**config.mk**
```make
export PLATFORM = sky130hd
export DESIGN_NAME = vwb_arbiter
export DESIGN_NICKNAME = d
export VERILOG_FILES = /design/src/rtl/vwb_arbiter.sv
export SDC_FILE = /design/constraint.sdc
export NUM_CORES = 1
export LEC_CHECK = 0
export ABC_AREA = 1
export BUFFER_PORTS_ARGS = -buffer_cell sky130_fd_sc_hd__clkbuf_2
export CORE_MARGIN = 2
export CORE_UTILIZATION = 50
export DETAILED_ROUTE_END_ITERATION = 12
export PLACE_DENSITY = 0.79
export SLEW_MARGIN = 15
export SYNTH_ARGS = -nofsm -noshare
export SYNTH_HDL_FRONTEND = slang
export SYNTH_SLANG_ARGS = --single-unit
```
**constraint.sdc**
```tcl
create_clock -name clk -period 21.8 [get_ports clk]
set_input_delay 4.36 -clock clk [delete_from_list [all_inputs] [get_ports clk]]
set_output_delay 4.36 -clock clk [all_outputs]
set_load 0.005 [all_outputs]
```
**src/rtl/vwb_arbiter.sv**
```systemverilog
// Vector writeback arbiter: buffers the unstallable execution writes in a FIFO,
// merges them with load writebacks, and drives the single register-file write port.
module vwb_arbiter #(
  parameter int VECTOR_REGISTERS   = 32,
  parameter int VECTOR_LANES       = 8,
  parameter int DATA_WIDTH         = 32,
  parameter int VECTOR_TICKET_BITS = 5,
  parameter int FIFO_DEPTH         = 4,
  parameter int STARVE_LIMIT       = 3,
  parameter int AFULL_LEVEL        = 2
) (
  input  logic                               clk,
  input  logic                               rst_n,
  input  logic [VECTOR_LANES-1:0]            ex_wr_en,
  input  logic [$clog2(VECTOR_REGISTERS)-1:0] ex_wr_addr,
  input  logic [VECTOR_LANES*DATA_WIDTH-1:0] ex_wr_data,
  input  logic [VECTOR_TICKET_BITS-1:0]      ex_wr_ticket,
  input  logic                               ld_valid,
  output logic                               ld_ready,
  input  logic [VECTOR_LANES-1:0]            ld_wr_en,
  input  logic [$clog2(VECTOR_REGISTERS)-1:0] ld_wr_addr,
  input  logic [VECTOR_LANES*DATA_WIDTH-1:0] ld_wr_data,
  input  logic [VECTOR_TICKET_BITS-1:0]      ld_wr_ticket,
  output logic                               rf_wr_valid,
  output logic [VECTOR_LANES-1:0]            rf_wr_en,
  output logic [$clog2(VECTOR_REGISTERS)-1:0] rf_wr_addr,
  output logic [VECTOR_LANES*DATA_WIDTH-1:0] rf_wr_data,
  output logic [VECTOR_TICKET_BITS-1:0]      rf_wr_ticket,
  output logic                               wb_afull_o,
  output logic                               wb_ovf_o,
  output logic                               wb_idle_o
);

  localparam int AW = $clog2(VECTOR_REGISTERS);
  localparam int PW = $clog2(FIFO_DEPTH);
  localparam int CW = $clog2(FIFO_DEPTH + 1);
  localparam int SW = $clog2(STARVE_LIMIT + 1);

  typedef struct packed {
    logic [VECTOR_LANES-1:0]            en;
    logic [AW-1:0]                      addr;
    logic [VECTOR_LANES*DATA_WIDTH-1:0] data;
    logic [VECTOR_TICKET_BITS-1:0]      ticket;
  } wb_entry_t;

  wb_entry_t       mem [FIFO_DEPTH];
  wb_entry_t       sel;
  logic [PW-1:0]   wr_ptr, rd_ptr;
  logic [CW-1:0]   count, count_next;
  logic [SW-1:0]   starve_cnt;
  logic            push, push_ok, pop, fifo_ne, full, starved, grant_ld, ovf_evt, afull_next;

  assign push     = |ex_wr_en;
  assign fifo_ne  = (count != '0);
  assign full     = (count == CW'(FIFO_DEPTH));
  assign starved  = (starve_cnt >= SW'(STARVE_LIMIT));
  // Gated by rst_n so no load is acknowledged while the stage is held in reset.
  assign grant_ld = rst_n & ld_valid & (~fifo_ne | starved);
  assign ld_ready = grant_ld;
  assign pop      = fifo_ne & ~grant_ld;
  assign push_ok  = push & (~full | pop);
  assign ovf_evt  = push & full & ~pop;

  always_comb begin
    // NOTE: every variable gets a default first so no path leaves it unassigned (no latch).
    count_next = count;
    if (push_ok && !pop)      count_next = count + CW'(1);
    else if (!push_ok && pop) count_next = count - CW'(1);
    afull_next = (FIFO_DEPTH - int'(count_next)) <= AFULL_LEVEL;

    sel = mem[rd_ptr];
    if (grant_ld) begin
      sel.en     = ld_wr_en;
      sel.addr   = ld_wr_addr;
      sel.data   = ld_wr_data;
      sel.ticket = ld_wr_ticket;
    end
  end

  // NOTE: entry storage has no reset; validity is defined by the pointers and count alone.
  always_ff @(posedge clk) begin
    if (push_ok) begin
      mem[wr_ptr].en     <= ex_wr_en;
      mem[wr_ptr].addr   <= ex_wr_addr;
      mem[wr_ptr].data   <= ex_wr_data;
      mem[wr_ptr].ticket <= ex_wr_ticket;
    end
  end

  // NOTE: sequential state uses non-blocking assignments so all registers update together.
  always_ff @(posedge clk or negedge rst_n) begin
    if (!rst_n) begin
      wr_ptr       <= '0;
      rd_ptr       <= '0;
      count        <= '0;
      starve_cnt   <= '0;
      rf_wr_valid  <= 1'b0;
      rf_wr_en     <= '0;
      rf_wr_addr   <= '0;
      rf_wr_data   <= '0;
      rf_wr_ticket <= '0;
      wb_afull_o   <= 1'b0;
      wb_ovf_o     <= 1'b0;
    end else begin
      if (push_ok) wr_ptr <= wr_ptr + PW'(1);
      if (pop)     rd_ptr <= rd_ptr + PW'(1);
      count      <= count_next;
      wb_afull_o <= afull_next;
      if (ovf_evt) wb_ovf_o <= 1'b1;

      // A blocked load ages toward priority; any handshake or idle load restarts the count.
      if (ld_valid && !grant_ld) begin
        if (!starved) starve_cnt <= starve_cnt + SW'(1);
      end else begin
        starve_cnt <= '0;
      end

      if (pop || grant_ld) begin
        rf_wr_valid  <= 1'b1;
        rf_wr_en     <= sel.en;
        rf_wr_addr   <= sel.addr;
        rf_wr_data   <= sel.data;
        rf_wr_ticket <= sel.ticket;
      end else begin
        rf_wr_valid  <= 1'b0;
        rf_wr_en     <= '0;
      end
    end
  end

  assign wb_idle_o = ~fifo_ne & ~rf_wr_valid;

endmodule

```
==> results of run 1 <==
==> worst register-to-register path, stage by stage, from the launching register on <==
cell and delay, ps:
dfrtp_4 1050, buf_4 850, buf_4 860, buf_4 940, o21ai_0 350, o22ai_1 300
nor2_1 80, o21ai_1 180
==> layout make-up <==
class                      instances  area [µm²]
fill                            7864       42500
antenna                           34        85.1
tap                             1391        1740
clock buffer                     193        3880
sequential                      1382       40100
clock inverter                    66         682
timing repair buffer             870        4520
multi-input combinational       2527       11800
inverter                          26         134
==> where the power goes <==
group	leakage (nW)	switching [mW]	total, mW	internal [mW]
clock network	2.23	1.00	2.34	1.34
registers	13.7	0.346	4.35	4.00
logic	7.82	2.26	3.23	0.964
total	23.7	3.61	9.92	6.30
==> flip-flops by register name, indices dropped and copies added, names as in the netlist, 3 cells and up <==
| register | cells |
|---|---|
| rf_wr_addr | 5 |
| count | 3 |
| mem | 1096 |
| rf_wr_ticket | 5 |
| rf_wr_en | 8 |
| rf_wr_data | 256 |
==> per-stage QoR <==
step	std cells	instance area, µm²	worst slack (ps)	hold WS (ps)
finish	6489	62900	12160	481
global route	6482	62900	12090	510
CTS	6455	62800	12140	482
detailed placement	6196	58300	12140	464
global placement	6196	58300	12150	470
floorplan	4236	53300	4730	468
==> cell usage after synthesis, types with 9 or more instances <==
| cell type | instances |
|---|---|
| nor2_1 | 837 |
| a31oi_1 | 35 |
| edfxtp_1 | 1096 |
| inv_1 | 22 |
| o22ai_1 | 266 |
| o21ai_0 | 566 |
| ha_1 | 10 |
| o21ai_1 | 452 |
| nand2_1 | 326 |
| dfrtp_1 | 286 |
| buf_2 | 127 |
| buf_4 | 9 |
| nand3_1 | 9 |
| clkbuf_1 | 161 |
==> worst paths after layout <==
| path | end | slack, ps | cells after the start |
|---|---|---|---|
| worst max-delay path | ld_ready | 12160 | 4 |
| worst min-delay path | wb_ovf_o | 480 | 1 |
| worst max register to register | rf_wr_data[15] | 17110 | 7 |
| worst min register to register | wb_ovf_o | 480 | 1 |
| max in group asynchronous | rf_wr_data[62] | 16080 | 3 |
| min in group asynchronous | rf_wr_data[176] | 3540 | 1 |
==> logic make-up after synthesis <==
group / synth area share, %
AO/OA/AOI/OAI: 13.4
XOR/XNOR: 0.0986
adder cells (fa/ha/maj): 0.235
buffers and inverters: 2.71
flip-flops: 75.2
AND/OR/NAND/NOR: 8.35
==> per-layer routing <==
metal / vias up / track usage [%]
met3: 306 / 6.13
met1: 18100 / 29.7
met4: 22 / 10.4
li1: 16900 / -
met2: 1675 / 39.9
met5: - / 0
==> results.cfg, run 1 <==
[outcome]
status = completed

[global_routing]
grt-ovfl-total = 0
grt_max_degree = 261
grt_usage_pct = 24.0
grt_first_pass_wirelength_mm = 201
grt_pass1_vias = 35300
antenna_found_initial = 41

[logic_synthesis]
yosys.area.top_type_share_pct = 61.8
syn_area_um2 = 53300
synthTopCellsByArea = edfxtp_1 (62%), dfrtp_1 (13%), nor2_1 (5.9%)
synth_ff_type = edfxtp_1
seq_area_frac_synth_pct = 75.2
syn-mean-instance-area_um2 = 12.6
syn_nets = 4797
yosysWarnings = 0
synthArstFlopShare_pct = 20.7
ys_ff_latch = 1382
synth_edf_count = 1096
yosysUniqueCellTypes = 27
synth_top_area_cell = edfxtp_1
synthCells = 4236

[routing]
drc = 0
top_layer_used = met5
wl_met3_mm = 11.5
wl_met1_mm = 50.9
vias = 37000
drt-pass1-iter-count = 6
viasPerCell = 5.70
wl_mm = 136
drt-wirelength-per-cell_um = 21.0
drt-initial-drc-count = 3795
ant_nets = 0
wl_met2_mm = 68.7

[floorplan]
die_h_um = 330
top_level_ports = 830
rows = 119
core_area_um2 = 105000
die-area_um2 = 109000
die_w_um = 330
start_util_pct = 50.5

[setup_path]
max_stage_delay_ps = 340
cp-startpoint = rst_n
timing.rr.start = rd_ptr[0]
cp_cell_sequence = buf_8 > nand2_2 > a21oi_4 > clkbuf_2
critPathCaptureType = primary output
required_ps = 17440
cp_max_fo = 51
crit_family = buffers and inverters
arrival_ps = 5280
cp_slowest_cell = buf_8
startpoint_type = primary input
cp_num_buf_inv = 2
crit_type = in2out

[finish]
fin_util_pct = 59.7
final_cell_mix = edfxtp_1 (1096), nor2_1 (833), clkbuf_2 (828), o21ai_0 (566), o21ai_1 (452)
layout-drive-gt1-share_pct = 21.7
syn_to_final_growth_pct = 18.1
layout_commonest_cell = edfxtp_1
final_net_count = 5507

[min_path]
min-delay-start = wb_ovf_o
hp-class = reg2reg

[power_and_ir_drop]
leakage_nw = 23.7
total_power_mw = 9.92
vdd_drop_max_mv = 0.177
cellPowerDensity_nw_per_um2 = 158

[placed_design]
place_hpwl_mm = 80.6
globalplace.congestion = 0.831
port_buffers = 829

[clock_network]
root_buffer = clkbuf_16
cts_tree = yes
htree_levels = 4
clock_path_buffers = 3
post_cts_buffers = 0
clkLatencyLatePin_ps = 750
numCtsBuffers = 139
cts_resized = 0
holdBufCountCts = 0
cts.sinks = 1382
clk_pin_slew_ps = 60

[timing]
post-route-period-util_pct = 44.2
clock.fmax_mhz = 104
worst_pin_slew_ps = 1180
rsz0062_at_grt = false
max_slew_margin_pct = 21.0
fin_crit_ps = 9640
hold_viol_final = 0
tns_ps = 0
maxSlewViolCount = 0
finalClockSkew_ps = 42.6
setup_viol = 0

[run]
cap_violations = 0
(Power assumes the default switching activity.)
==> inputs of run 2 (changes only) <==
==> constraint.sdc (replaced) <==
create_clock -name clk -period 9.9 [get_ports clk]
set_input_delay 1.98 -clock clk [delete_from_list [all_inputs] [get_ports clk]]
set_output_delay 1.98 -clock clk [all_outputs]
set_load 0.005 [all_outputs]
==> results.cfg, run 2 (synthesized netlist as in run 1, its figures left out) <==
[finish]
syn_to_final_growth_pct = 18.0
final_net_count = 5495
layout_commonest_cell = edfxtp_1
regMostFlops = mem
reg_top3 = mem (1096), rf_wr_data (256), rf_wr_en (8)
final_cells = 6474
stdcell_area_um2 = 62900
final_cell_mix = edfxtp_1 (1096), nor2_1 (833), clkbuf_2 (828), o21ai_0 (566), o21ai_1 (452)
fin_util_pct = 59.6
layout-drive-gt1-share_pct = 21.4
largest_reg_flops = 1096

[run]
cap_violations = 0

[placed_design]
pre_cts_slack_ps = 5120
place_hpwl_mm = 81.2
port_buffers = 829
dp_cells = 6185
globalplace.congestion = 0.862
placed_cell_area_um2 = 58300

[floorplan]
die-area_um2 = 109000
die_w_um = 330
top_level_ports = 830
core_area_um2 = 105000
start_util_pct = 50.5
rows = 119
die_h_um = 330

[routing]
drt-wirelength-per-cell_um = 21.3
drt-initial-drc-count = 3612
drc = 0
vias = 37000
drt-pass1-iter-count = 6
viasPerCell = 5.72
wl_mm = 138
ant_nets = 0

[clock_network]
clock_path_buffers = 3
clkLatencyLatePin_ps = 750
cts.sinks = 1382
numCtsBuffers = 138
holdBufCountCts = 0
cts_tree = yes
root_buffer = clkbuf_16
cts_resized = 0
htree_levels = 4
clk_pin_slew_ps = 60
post_cts_buffers = 0

[power_and_ir_drop]
leakage_nw = 23.6
vdd_drop_max_mv = 0.432
total_power_mw = 21.9
cellPowerDensity_nw_per_um2 = 348

[timing]
post-route-period-util_pct = 48.3
hold_viol_final = 0
max_slew_margin_pct = 7.33
tns_ps = 0
maxSlewViolCount = 0
finalClockSkew_ps = 32.4
clock.fmax_mhz = 209
rsz0062_at_grt = false
fin_crit_ps = 4780
hold_ws_ps = 487
setup_slack_ps = 5120
setup_viol = 0
worst_pin_slew_ps = 1390

[global_routing]
grt_first_pass_wirelength_mm = 204
grt_max_degree = 248
grt_usage_pct = 24.2
grt_pass1_vias = 35500
antenna_found_initial = 47
grt-ovfl-total = 0

[setup_path]
arrival_ps = 2800
critPathCaptureType = primary output
rr_worst_depth = 6
cp_max_fo = 48
required_ps = 7920
startpoint_type = primary input
crit_type = in2out

[outcome]
status = completed

[min_path]
hp-class = reg2reg
hold_depth = 2
==> run 2: cell count changes in the layout (fill, tap and decap cells not counted), sizes merged, moves of 4 or more <==
cell      before   now
inv           32    36
buf           42    31
bufinv         6    10
clkbuf      1021  1005
clkinvlp       2     6
==> run 2: worst paths after layout <==
| path | start | slack [ps] | to |
|---|---|---|---|
| worst max-delay path | rst_n | 5120 | ld_ready |
| worst min-delay path | rf_wr_data[248] | 490 | rf_wr_data[248] |
| worst max register to register | rd_ptr[0] | 6420 | rf_wr_data[117] |
| worst min register to register | rf_wr_data[248] | 490 | rf_wr_data[248] |
| max in group asynchronous | rst_n | 6630 | rf_wr_data[70] |
| min in group asynchronous | rst_n | 1140 | rf_wr_data[190] |
==> run 2: layout make-up <==
class | count | area (µm²)
sequential | 1382 | 40100
inverter | 26 | 136
tap | 1391 | 1740
clock buffer | 177 | 3690
timing repair buffer | 859 | 4570
multi-input combinational | 2527 | 11800
fill | 7995 | 42600
antenna | 36 | 90.1
clock inverter | 76 | 763
==> run 2: report_power, final <==
part / leakage (nW) / internal (mW) / switching (mW)
clock: 2.16 / 2.93 / 2.21
sequential: 13.7 / 8.82 / 0.762
combinational: 7.82 / 2.15 / 5.00
==> run 2: layer usage <==
metal	routed length, µm	vias to the layer above	share of wire [%]	track usage [%]
met5	153	-	0.11	0
met4	6510	24	4.7	12.6
met3	11200	385	8.1	5.62
met2	67800	1727	49	39.4
met1	52300	18100	38	30.5
li1	-	16800	-	-
==> run 2: critical path: stages <==
cell,delay (ps)
buf_8,320
nand2_2,160
a21oi_4,160
clkbuf_2,140
